`config.mk`:
```
export PLATFORM = sky130hd
export DESIGN_NAME = display_scan_controller
export DESIGN_NICKNAME = d
export VERILOG_FILES = /design/src/rtl/display_scan_controller_pkg.sv /design/src/rtl/display_scan_controller_scan_timer.sv /design/src/rtl/display_scan_controller.sv
export SDC_FILE = /design/constraint.sdc
export NUM_CORES = 1
export LEC_CHECK = 0
export ABC_AREA = 1
export CAP_MARGIN = 20
export CORE_MARGIN = 4
export CORE_UTILIZATION = 55
export DETAILED_ROUTE_END_ITERATION = 10
export HOLD_SLACK_MARGIN = 0.12
export MAX_ROUTING_LAYER = met4
export PLACE_DENSITY = 0.82
export SETUP_SLACK_MARGIN = 0.3
export SLEW_MARGIN = 25
export SYNTH_ARGS = -nofsm -noshare
export SYNTH_HDL_FRONTEND = slang
export SYNTH_SLANG_ARGS = --single-unit
```
`constraint.sdc`:
```
create_clock -name clk -period 2.5 [get_ports clk]
set_clock_uncertainty 0.2 [all_clocks]
set_input_delay 0.25 -clock clk [delete_from_list [all_inputs] [get_ports clk]]
set_output_delay 0.25 -clock clk [all_outputs]
set_load 0.005 [all_outputs]
```
`src/rtl/display_scan_controller_pkg.sv`:
```
// Shared constants and state encoding for the multi-digit status display scanner.
package display_scan_controller_pkg;

  localparam int unsigned STATUS_W   = 2;
  localparam int unsigned MAX_DIGITS = 32;

  // All digits off on a common-anode display (active-low enables); sliced to N_DIGITS by users.
  localparam logic [MAX_DIGITS-1:0] DIGITS_OFF = '1;

  typedef enum logic [1:0] {
    ST_IDLE  = 2'd0,
    ST_SHOW  = 2'd1,
    ST_BLANK = 2'd2
  } state_t;

endpackage

```
`src/rtl/display_scan_controller_scan_timer.sv`:
```
// Loadable down-counter that paces the SHOW and BLANK phases; done when the count reaches zero.
module scan_timer #(
  parameter int unsigned CNT_W = 2
) (
  input  logic             i_clk,
  input  logic             i_rst,
  input  logic             i_clr,
  input  logic             i_load,
  input  logic [CNT_W-1:0] i_load_val,
  output logic             o_done_c
);

  logic [CNT_W-1:0] r_count;

  // Saturates at zero; the FSM reloads it on every phase entry.
  always_ff @(posedge i_clk or posedge i_rst) begin
    if (i_rst) begin
      r_count <= '0;
    end else if (i_clr) begin
      r_count <= '0;
    end else if (i_load) begin
      r_count <= i_load_val;
    end else if (r_count != '0) begin
      r_count <= r_count - CNT_W'(1);
    end
  end

  assign o_done_c = (r_count == '0);

endmodule

```
`src/rtl/display_scan_controller.sv`:
```
// Scans N_DIGITS status codes onto one decoder and an active-low digit bus, with a blanking gap
// between digits and a per-frame snapshot of the statuses.
module display_scan_controller
  import display_scan_controller_pkg::*;
#(
  parameter int unsigned N_DIGITS     = 4,
  parameter int unsigned CLK_DIV      = 3,
  parameter int unsigned BLANK_CYCLES = 1
) (
  input  logic                         clk,
  input  logic                         reset,
  input  logic                         enable,
  input  logic [STATUS_W*N_DIGITS-1:0] std_in,
  output logic [N_DIGITS-1:0]          digit_sel,
  output logic [STATUS_W-1:0]          cur_status,
  output logic                         blank,
  output logic                         frame_done
);

  localparam int unsigned TMAX  = (CLK_DIV > BLANK_CYCLES) ? CLK_DIV : BLANK_CYCLES;
  localparam int unsigned CNT_W = $clog2(TMAX + 1);
  localparam int unsigned IDX_W = $clog2(N_DIGITS);

  localparam logic [CNT_W-1:0]    SHOW_LOAD  = CNT_W'(CLK_DIV - 1);
  localparam logic [CNT_W-1:0]    BLANK_LOAD = CNT_W'(BLANK_CYCLES - 1);
  localparam logic [IDX_W-1:0]    LAST_IDX   = IDX_W'(N_DIGITS - 1);
  localparam logic [N_DIGITS-1:0] SEL_OFF    = DIGITS_OFF[N_DIGITS-1:0];
  localparam logic [N_DIGITS-1:0] SEL_ONE    = N_DIGITS'(1);

  state_t                       r_state;
  logic [IDX_W-1:0]             r_idx;
  logic [STATUS_W*N_DIGITS-1:0] r_shadow;

  logic                w_tmr_clr;
  logic                w_tmr_load;
  logic [CNT_W-1:0]    w_tmr_val;
  logic                w_tmr_done;
  logic [IDX_W-1:0]    w_idx_nxt;
  logic [N_DIGITS-1:0] w_sel_nxt;
  logic [STATUS_W-1:0] w_status_nxt;
  logic [STATUS_W-1:0] w_status_first;

  assign w_idx_nxt      = r_idx + IDX_W'(1);
  assign w_sel_nxt      = ~(SEL_ONE << w_idx_nxt);
  assign w_status_nxt   = r_shadow[w_idx_nxt*STATUS_W +: STATUS_W];
  assign w_status_first = std_in[STATUS_W-1:0];

  // Timer control mirrors the FSM transitions taken on the same edge.
  always_comb begin
    w_tmr_clr  = 1'b0;
    w_tmr_load = 1'b0;
    w_tmr_val  = '0;
    case (r_state)
      ST_IDLE: begin
        if (enable) begin
          w_tmr_load = 1'b1;
          w_tmr_val  = SHOW_LOAD;
        end else begin
          w_tmr_clr = 1'b1;
        end
      end
      ST_SHOW: begin
        if (!enable) begin
          w_tmr_clr = 1'b1;
        end else if (w_tmr_done) begin
          w_tmr_load = 1'b1;
          w_tmr_val  = BLANK_LOAD;
        end
      end
      ST_BLANK: begin
        if (!enable) begin
          w_tmr_clr = 1'b1;
        end else if (w_tmr_done) begin
          w_tmr_load = 1'b1;
          w_tmr_val  = SHOW_LOAD;
        end
      end
      default: w_tmr_clr = 1'b1;
    endcase
  end

  scan_timer #(
    .CNT_W(CNT_W)
  ) u_scan_timer (
    .i_clk     (clk),
    .i_rst     (reset),
    .i_clr     (w_tmr_clr),
    .i_load    (w_tmr_load),
    .i_load_val(w_tmr_val),
    .o_done_c  (w_tmr_done)
  );

  always_ff @(posedge clk or posedge reset) begin
    if (reset) begin
      r_state    <= ST_IDLE;
      r_idx      <= '0;
      r_shadow   <= '0;
      digit_sel  <= SEL_OFF;
      cur_status <= '0;
      blank      <= 1'b1;
      frame_done <= 1'b0;
    end else begin
      frame_done <= 1'b0;
      case (r_state)
        ST_IDLE: begin
          if (enable) begin
            r_state    <= ST_SHOW;
            r_idx      <= '0;
            r_shadow   <= std_in;
            digit_sel  <= ~SEL_ONE;
            cur_status <= w_status_first;
            blank      <= 1'b0;
          end
        end
        ST_SHOW: begin
          if (!enable) begin
            r_state    <= ST_IDLE;
            r_idx      <= '0;
            digit_sel  <= SEL_OFF;
            cur_status <= '0;
            blank      <= 1'b1;
          end else if (w_tmr_done) begin
            r_state   <= ST_BLANK;
            digit_sel <= SEL_OFF;
            blank     <= 1'b1;
          end
        end
        ST_BLANK: begin
          if (!enable) begin
            r_state    <= ST_IDLE;
            r_idx      <= '0;
            digit_sel  <= SEL_OFF;
            cur_status <= '0;
            blank      <= 1'b1;
          end else if (w_tmr_done) begin
            r_state <= ST_SHOW;
            blank   <= 1'b0;
            // Frame wrap: take a fresh snapshot and restart at digit 0.
            if (r_idx == LAST_IDX) begin
              r_idx      <= '0;
              r_shadow   <= std_in;
              digit_sel  <= ~SEL_ONE;
              cur_status <= w_status_first;
              frame_done <= 1'b1;
            end else begin
              r_idx      <= w_idx_nxt;
              digit_sel  <= w_sel_nxt;
              cur_status <= w_status_nxt;
            end
          end
        end
        default: begin
          r_state    <= ST_IDLE;
          r_idx      <= '0;
          digit_sel  <= SEL_OFF;
          cur_status <= '0;
          blank      <= 1'b1;
        end
      endcase
    end
  end

endmodule

```
==> metrics.csv, run 1 <==
metric,value,unit
syn_nets,191,
gr-total-overflow,0,
cts.repair.resized,0,
multiInputGateArea,716,sq um
n_antenna_cell,0,
post_cts_buffers,0,
core_region_area,2450,sq um
cp_max_fo,13,
die_w,58.7,um
final_nets,212,
synth_area_per_cell,8.41,sq um
fin_hold_ws,0.189,ns
period_share,80.3,%
critPathMaxStageDelay,0.43,ns
grt_pass1_vias,1111,
endpoint_kind,register,
path_class,register to register,
fmax,498,MHz
syn_to_final_growth,17.4,%
grt_max_degree,23,
cp.depth,9,
seq_area,557,sq um
grt_use_total,17.6,%
tightest_slew,0.839,ns
rsz0062_at_grt,no,
yosysWarningCount,0,
drive_gt1_share,21.8,%
std_cell_rows,18,
die_area,3440,sq um
crit_top_cell,nand2_4,
relSlewSlack,44.0,%
dp_hpwl,2.07,mm
r2r_cells,9,
finalCriticalPeriod,2.01,ns
cts_buffers,3,
post-route-drc-count,0,
final_cell_mix,"nand2_1 (44), inv_1 (27), clkdlybuf4s50_1 (18), dfrtp_1 (17), o21ai_2 (15)",
ys_seq_area_share,39.4,%
drt-pass1-iter-count,4,
crit_path_top_delay_cell,dfrtp_1,
synth.distinct_cells,21,
wl_per_cell,12.3,um
totalWireLength,2.68,mm
power-per-cell-area,1180,nW/um^2
finalHoldViolations,0,
die_h,58.7,um
path_cells,inv_1 > ha_1 > nand2_2 > inv_2 > nand2_4 > nand2_4 > a21oi_4 > nand3_1 > o21ai_2,
clkSlewWorstSetupHoldPaths,0.14,ns
leakage,0.867,nW
p_total,0.00196,W
finalWeightedCongestion,0.936,
ys_ff_latch,22,
tns,0,ns
finalSetupViolCount,0,
crit_buf_inv,2,
drv_slew,0,
root_buffer,clkbuf_4,
pin_count,19,
h-tree-depth,1,
synth_area,1410,sq um
start_util,57.5,%
fillers,203,
maxCapViolCount,0,
antenna_left,0,
vias,1139,
status,finished clean,
clk_latency,0.31,ns
cts_tree,built,
numPortBuffers,18,
drtIter0Drc,50,
via_per_inst,5.22,
peakVddDrop,0.796,mV
crit_family,compound AO/OA/AOI/OAI gates,
crit_arrival,2.06,ns
cts-hold-fix-buffers,0,
clockBufferDepth,2,
final_common_cell,nand2_1,
worstPathRequired,2.55,ns
antenna_found_initial,0,
worst_setup_path_start_kind,register,
clock-sinks,22,
hp-class,input pin to async pin,
syn_inst,168,
grt_pass1_wl,4.64,mm
synth_stat cells (all sizes together):
master  instances  share of area, %
ha             12                11
nand4           2              0.89
buf             2               2.2
dfstp           5               9.3
a21oi           5               2.6
o21a            1              0.53
inv            31               8.2
nand2          54                17
nor3            1              0.35
nor2            4               1.6
nand3          15               5.7
o21ai          19                11
dfrtp          17                30
state kept, by name, indices dropped and copies added, names as in the netlist:
| name | flops |
|---|---|
| r_shadow | 8 |
| digit_sel | 4 |
| cur_status | 2 |
| r_idx | 2 |
| r_state | 2 |
| u_scan_timer.r_count | 2 |
| blank | 1 |
| frame_done | 1 |
power by group:
part           leakage (nW)  switching [W]  internal (W)
clock                0.0279       0.000118      0.000162
combinational         0.567       0.000645      0.000417
sequential            0.272      0.0000907      0.000530
metal layers:
metal | global-route usage (%) | vias up | wire length [um]
met2 | 30.1 | 33 | 1310
met5 | - | - | 0
met1 | 21.4 | 533 | 1190
li1 | - | 565 | -
met3 | 2.19 | 8 | 120
met4 | 6.15 | 0 | 63
stage by stage:
| stage | area (sq um) | setup slack, ns | instances | utilization, % |
|---|---|---|---|---|
| 3_3_place_gp | 1600 | 0.450 | 214 | 65.1 |
| 5_1_grt | 1660 | 0.373 | 218 | 67.6 |
| 4_1_cts | 1650 | 0.397 | 218 | 67.3 |
| 2_1_floorplan | 1410 | 0.785 | 168 | - |
| 3_5_place_dp | 1600 | 0.417 | 214 | 65.1 |
| 6_report | 1660 | 0.493 | 218 | 67.6 |
final cells by class:
cell class,count,area share [%]
clock buffer,3,1.36
clock inverter,1,1.81
inverter,31,7.01
multi-input combinational,113,43.1
sequential,22,33.6
tap,30,2.26
timing repair buffer,18,10.9
final timing paths:
kind                                               start                  endpoint  slack, ns
worst max-delay path              r_state[0]$_DFFE_PP0P_  digit_sel[0]$_DFFE_PP1P_       0.49
worst min-delay path                               reset   r_shadow[0]$_DFFE_PP0P_       0.19
worst max register to register    r_state[0]$_DFFE_PP0P_  digit_sel[0]$_DFFE_PP1P_       0.49
worst min register to register  digit_sel[3]$_DFFE_PP1P_  digit_sel[3]$_DFFE_PP1P_       0.29
max in group asynchronous                          reset   r_shadow[1]$_DFFE_PP0P_       1.40
min in group clk                               std_in[7]   r_shadow[7]$_DFFE_PP0P_       0.27
cell families after synthesis:
kind of cell | Yosys count | share of synthesized area (%)
AND/OR/NAND/NOR | 76 | 25.7
AO/OA/AOI/OAI | 25 | 13.8
buffers and inverters | 33 | 10.5
adder cells (fa/ha/maj) | 12 | 10.6
flip-flops | 22 | 39.4
worst reg2reg max path: stages, from the launching register on:
cell and delay, ns:
dfrtp_1 0.43, inv_1 0.13, ha_1 0.24, nand2_2 0.12, inv_2 0.07, nand2_4 0.06, nand2_4 0.06, a21oi_4 0.38
nand3_1 0.16, o21ai_2 0.09
No activity file was read; power rests on OpenSTA's default activity.
==> run 2: changes to the inputs <==
CORE_UTILIZATION = 49   (was 55)
PLACE_DENSITY = 0.77   (was 0.82)
clock period = 1.7 ns   (was 2.5 ns; I/O delays follow)
==> run 2 against run 1 <==
  * Hold slack hardly changed
  * Worst setup slack worse by 0.44 ns
  * Non-clock buffer count is 17 higher
  * Total power is 74% higher
  * Sequential power is 50% higher
  * Register-to-register slack worse by 0.44 ns
  * Sequential cell count stayed put
  * Sequential share of layout area is 4.3 points lower
  * Highest routed layer unchanged
  * Cell area is 16% higher
  * Combinational power is 96% higher
==> metrics.csv, run 2 (synthesis results as in run 1) <==
metric,value,unit
clockBufferDepth,2,
seq_area,561,sq um
pwr-share-comb,60.9,%
tightest_slew,0.276,ns
top_register,r_shadow,
cp-startpoint,r_state[0]$_DFFE_PP0P_,
critPathMaxStageDelay,0.44,ns
n_antenna_cell,0,
cts_tree,built,
finalWeightedCongestion,0.903,
p_sw,0.00146,W
largest_reg_flops,8,
drt-pass1-iter-count,4,
std_cell_rows,19,
finalCriticalPeriod,1.64,ns
drtIter0Drc,49,
final_cell_mix,"nand2_1 (40), inv_1 (18), o21ai_2 (16), dfrtp_1 (14), nand3_1 (13)",
swShare,42.6,%
crit_path_top_delay_cell,dfrtp_2,
crit_top_cell,nand2_4,
status,finished clean,
clkSlewWorstSetupHoldPaths,0.13,ns
start_util,51.2,%
gr-total-overflow,0,
tns,0,ns
r2r_setup_slack,0.06,ns
drive_gt1_share,42.9,%
clock-sinks,22,
crit_arrival,1.71,ns
die_w,61.7,um
peakVddDrop,1.61,mV
numPortBuffers,18,
leakage,0.977,nW
p_int,0.00196,W
clkPwrFrac,11.9,%
syn_to_final_growth,35.7,%
antenna_found_initial,0,
final_nets,229,
hp-class,input pin to register,
fillers,220,
clk_latency,0.31,ns
worstPathRequired,1.77,ns
relSlewSlack,81.6,%
power-per-cell-area,1780,nW/um^2
endpoint,blank$_DFFE_PP1P_,
path_class,register to register,
finalSetupViolCount,0,
worst_setup_path_start_kind,register,
antenna_left,0,
wl_per_cell,13.4,um
dp_hpwl,2.25,mm
cts_buffers,3,
root_buffer,clkbuf_4,
core_region_area,2760,sq um
die_h,61.7,um
die_area,3810,sq um
p_total,0.00342,W
via_per_inst,5.17,
pwr-share-seq,27.3,%
fmax,609,MHz
fin_cells,236,
rsz0062_at_grt,yes,
final_common_cell,nand2_1,
grt_pass1_wl,5.29,mm
endpoint_kind,register,
vias,1219,
r2r-start,r_state[0]$_DFFE_PP0P_,
drv_slew,0,
dp.cells,223,
cp_max_fo,8,
totalWireLength,3.15,mm
timing.rr.end,blank$_DFFE_PP1P_,
r2r_cells,9,
finalHoldViolations,0,
maxCapViolCount,0,
multiInputGateArea,822,sq um
pin_count,19,
reg_top3,"r_shadow (8), digit_sel (4)",
grt_pass1_vias,1236,
whs_path_depth,3,
h-tree-depth,1,
period_share,96.6,%
path_cells,inv_4 > ha_4 > nand2_4 > inv_4 > nand2_4 > nand2_4 > a21oi_4 > buf_12 > o21a_1,
post-route-drc-count,0,
grt_use_total,19.4,%
grt_max_degree,23,
## run 2: cell types whose count changed in the layout (fill, tap and decap cells not counted), sizes merged
cell           delta
dlygate4sd2       +1
clkdlybuf4s15     +2
buf              +20
dlygate4sd3       +1
clkbuf            +1
clkdlybuf4s50     -8
## run 2: power by group through the flow
stage	Sequential, W	Combinational (W)	Clock, W
floorplan	0.000921	0.00136	0
global placement	0.000935	0.00183	0
detailed placement	0.000942	0.00188	0
CTS	0.000934	0.00202	0.000414
global route	0.000958	0.00230	0.000447
finish	0.000932	0.00208	0.000406
## run 2: area by class of cell
cell class	instances	area share, %
Inverter	31	6.59
Sequential cell	22	29.2
Clock inverter	1	1.57
Multi-Input combinational cell	113	42.9
Tap cell	31	2.02
Timing Repair Buffer	35	16.5
Clock buffer	3	1.17
## run 2: metrics by stage
step	hold slack, ns	util, %	worst slack, ns	area [sq um]
after floorplan	-0.0446	-	0.144	1480
after detailed placement	0.268	63.6	-0.0727	1750
after CTS	0.181	68.4	0.0739	1890
final	0.189	69.5	0.0579	1920
after global routing	0.155	69.5	0.00160	1920
after global placement	0.264	63.6	-0.0176	1750
## run 2: worst max-delay path, delay by kind of cell, from the launching register on
kind	cells	cell delay (ns)
simple gates	3	0.19
flops	1	0.44
fa+ha+maj	1	0.18
buf+inv	3	0.29
compound gates	2	0.31
## run 2: metal layers
| layer | vias up | GRT usage (%) | routed length [um] |
|---|---|---|---|
| li1 | 598 | - | - |
| met1 | 574 | 22.5 | 1270 |
| met5 | - | - | 0 |
| met3 | 10 | 2.27 | 133 |
| met4 | 0 | 9.39 | 67 |
| met2 | 37 | 33.2 | 1680 |
## run 2: timing repair
item                                    in CTS  in global routing
setup buffers                                5                  3
endpoints found under the setup margin      30                 25
resized for setup                           37                 10
pin swaps                                   15                  1
hold buffers                                 1                  0
endpoints found under the hold margin       17                  0
gates cloned                                 0                  0
## run 2: how the worst min path moves through the flow
stage,start,end,slack (ns)
2_1_floorplan,reset,cur_status[0]$_DFFE_PP0P_,-0.04
3_3_place_gp,digit_sel[1]$_DFFE_PP1P_,digit_sel[1]$_DFFE_PP1P_,0.26
3_5_place_dp,digit_sel[2]$_DFFE_PP1P_,digit_sel[2]$_DFFE_PP1P_,0.27
4_1_cts,std_in[6],r_shadow[6]$_DFFE_PP0P_,0.18
5_1_grt,std_in[6],r_shadow[6]$_DFFE_PP0P_,0.15
6_report,std_in[6],r_shadow[6]$_DFFE_PP0P_,0.19
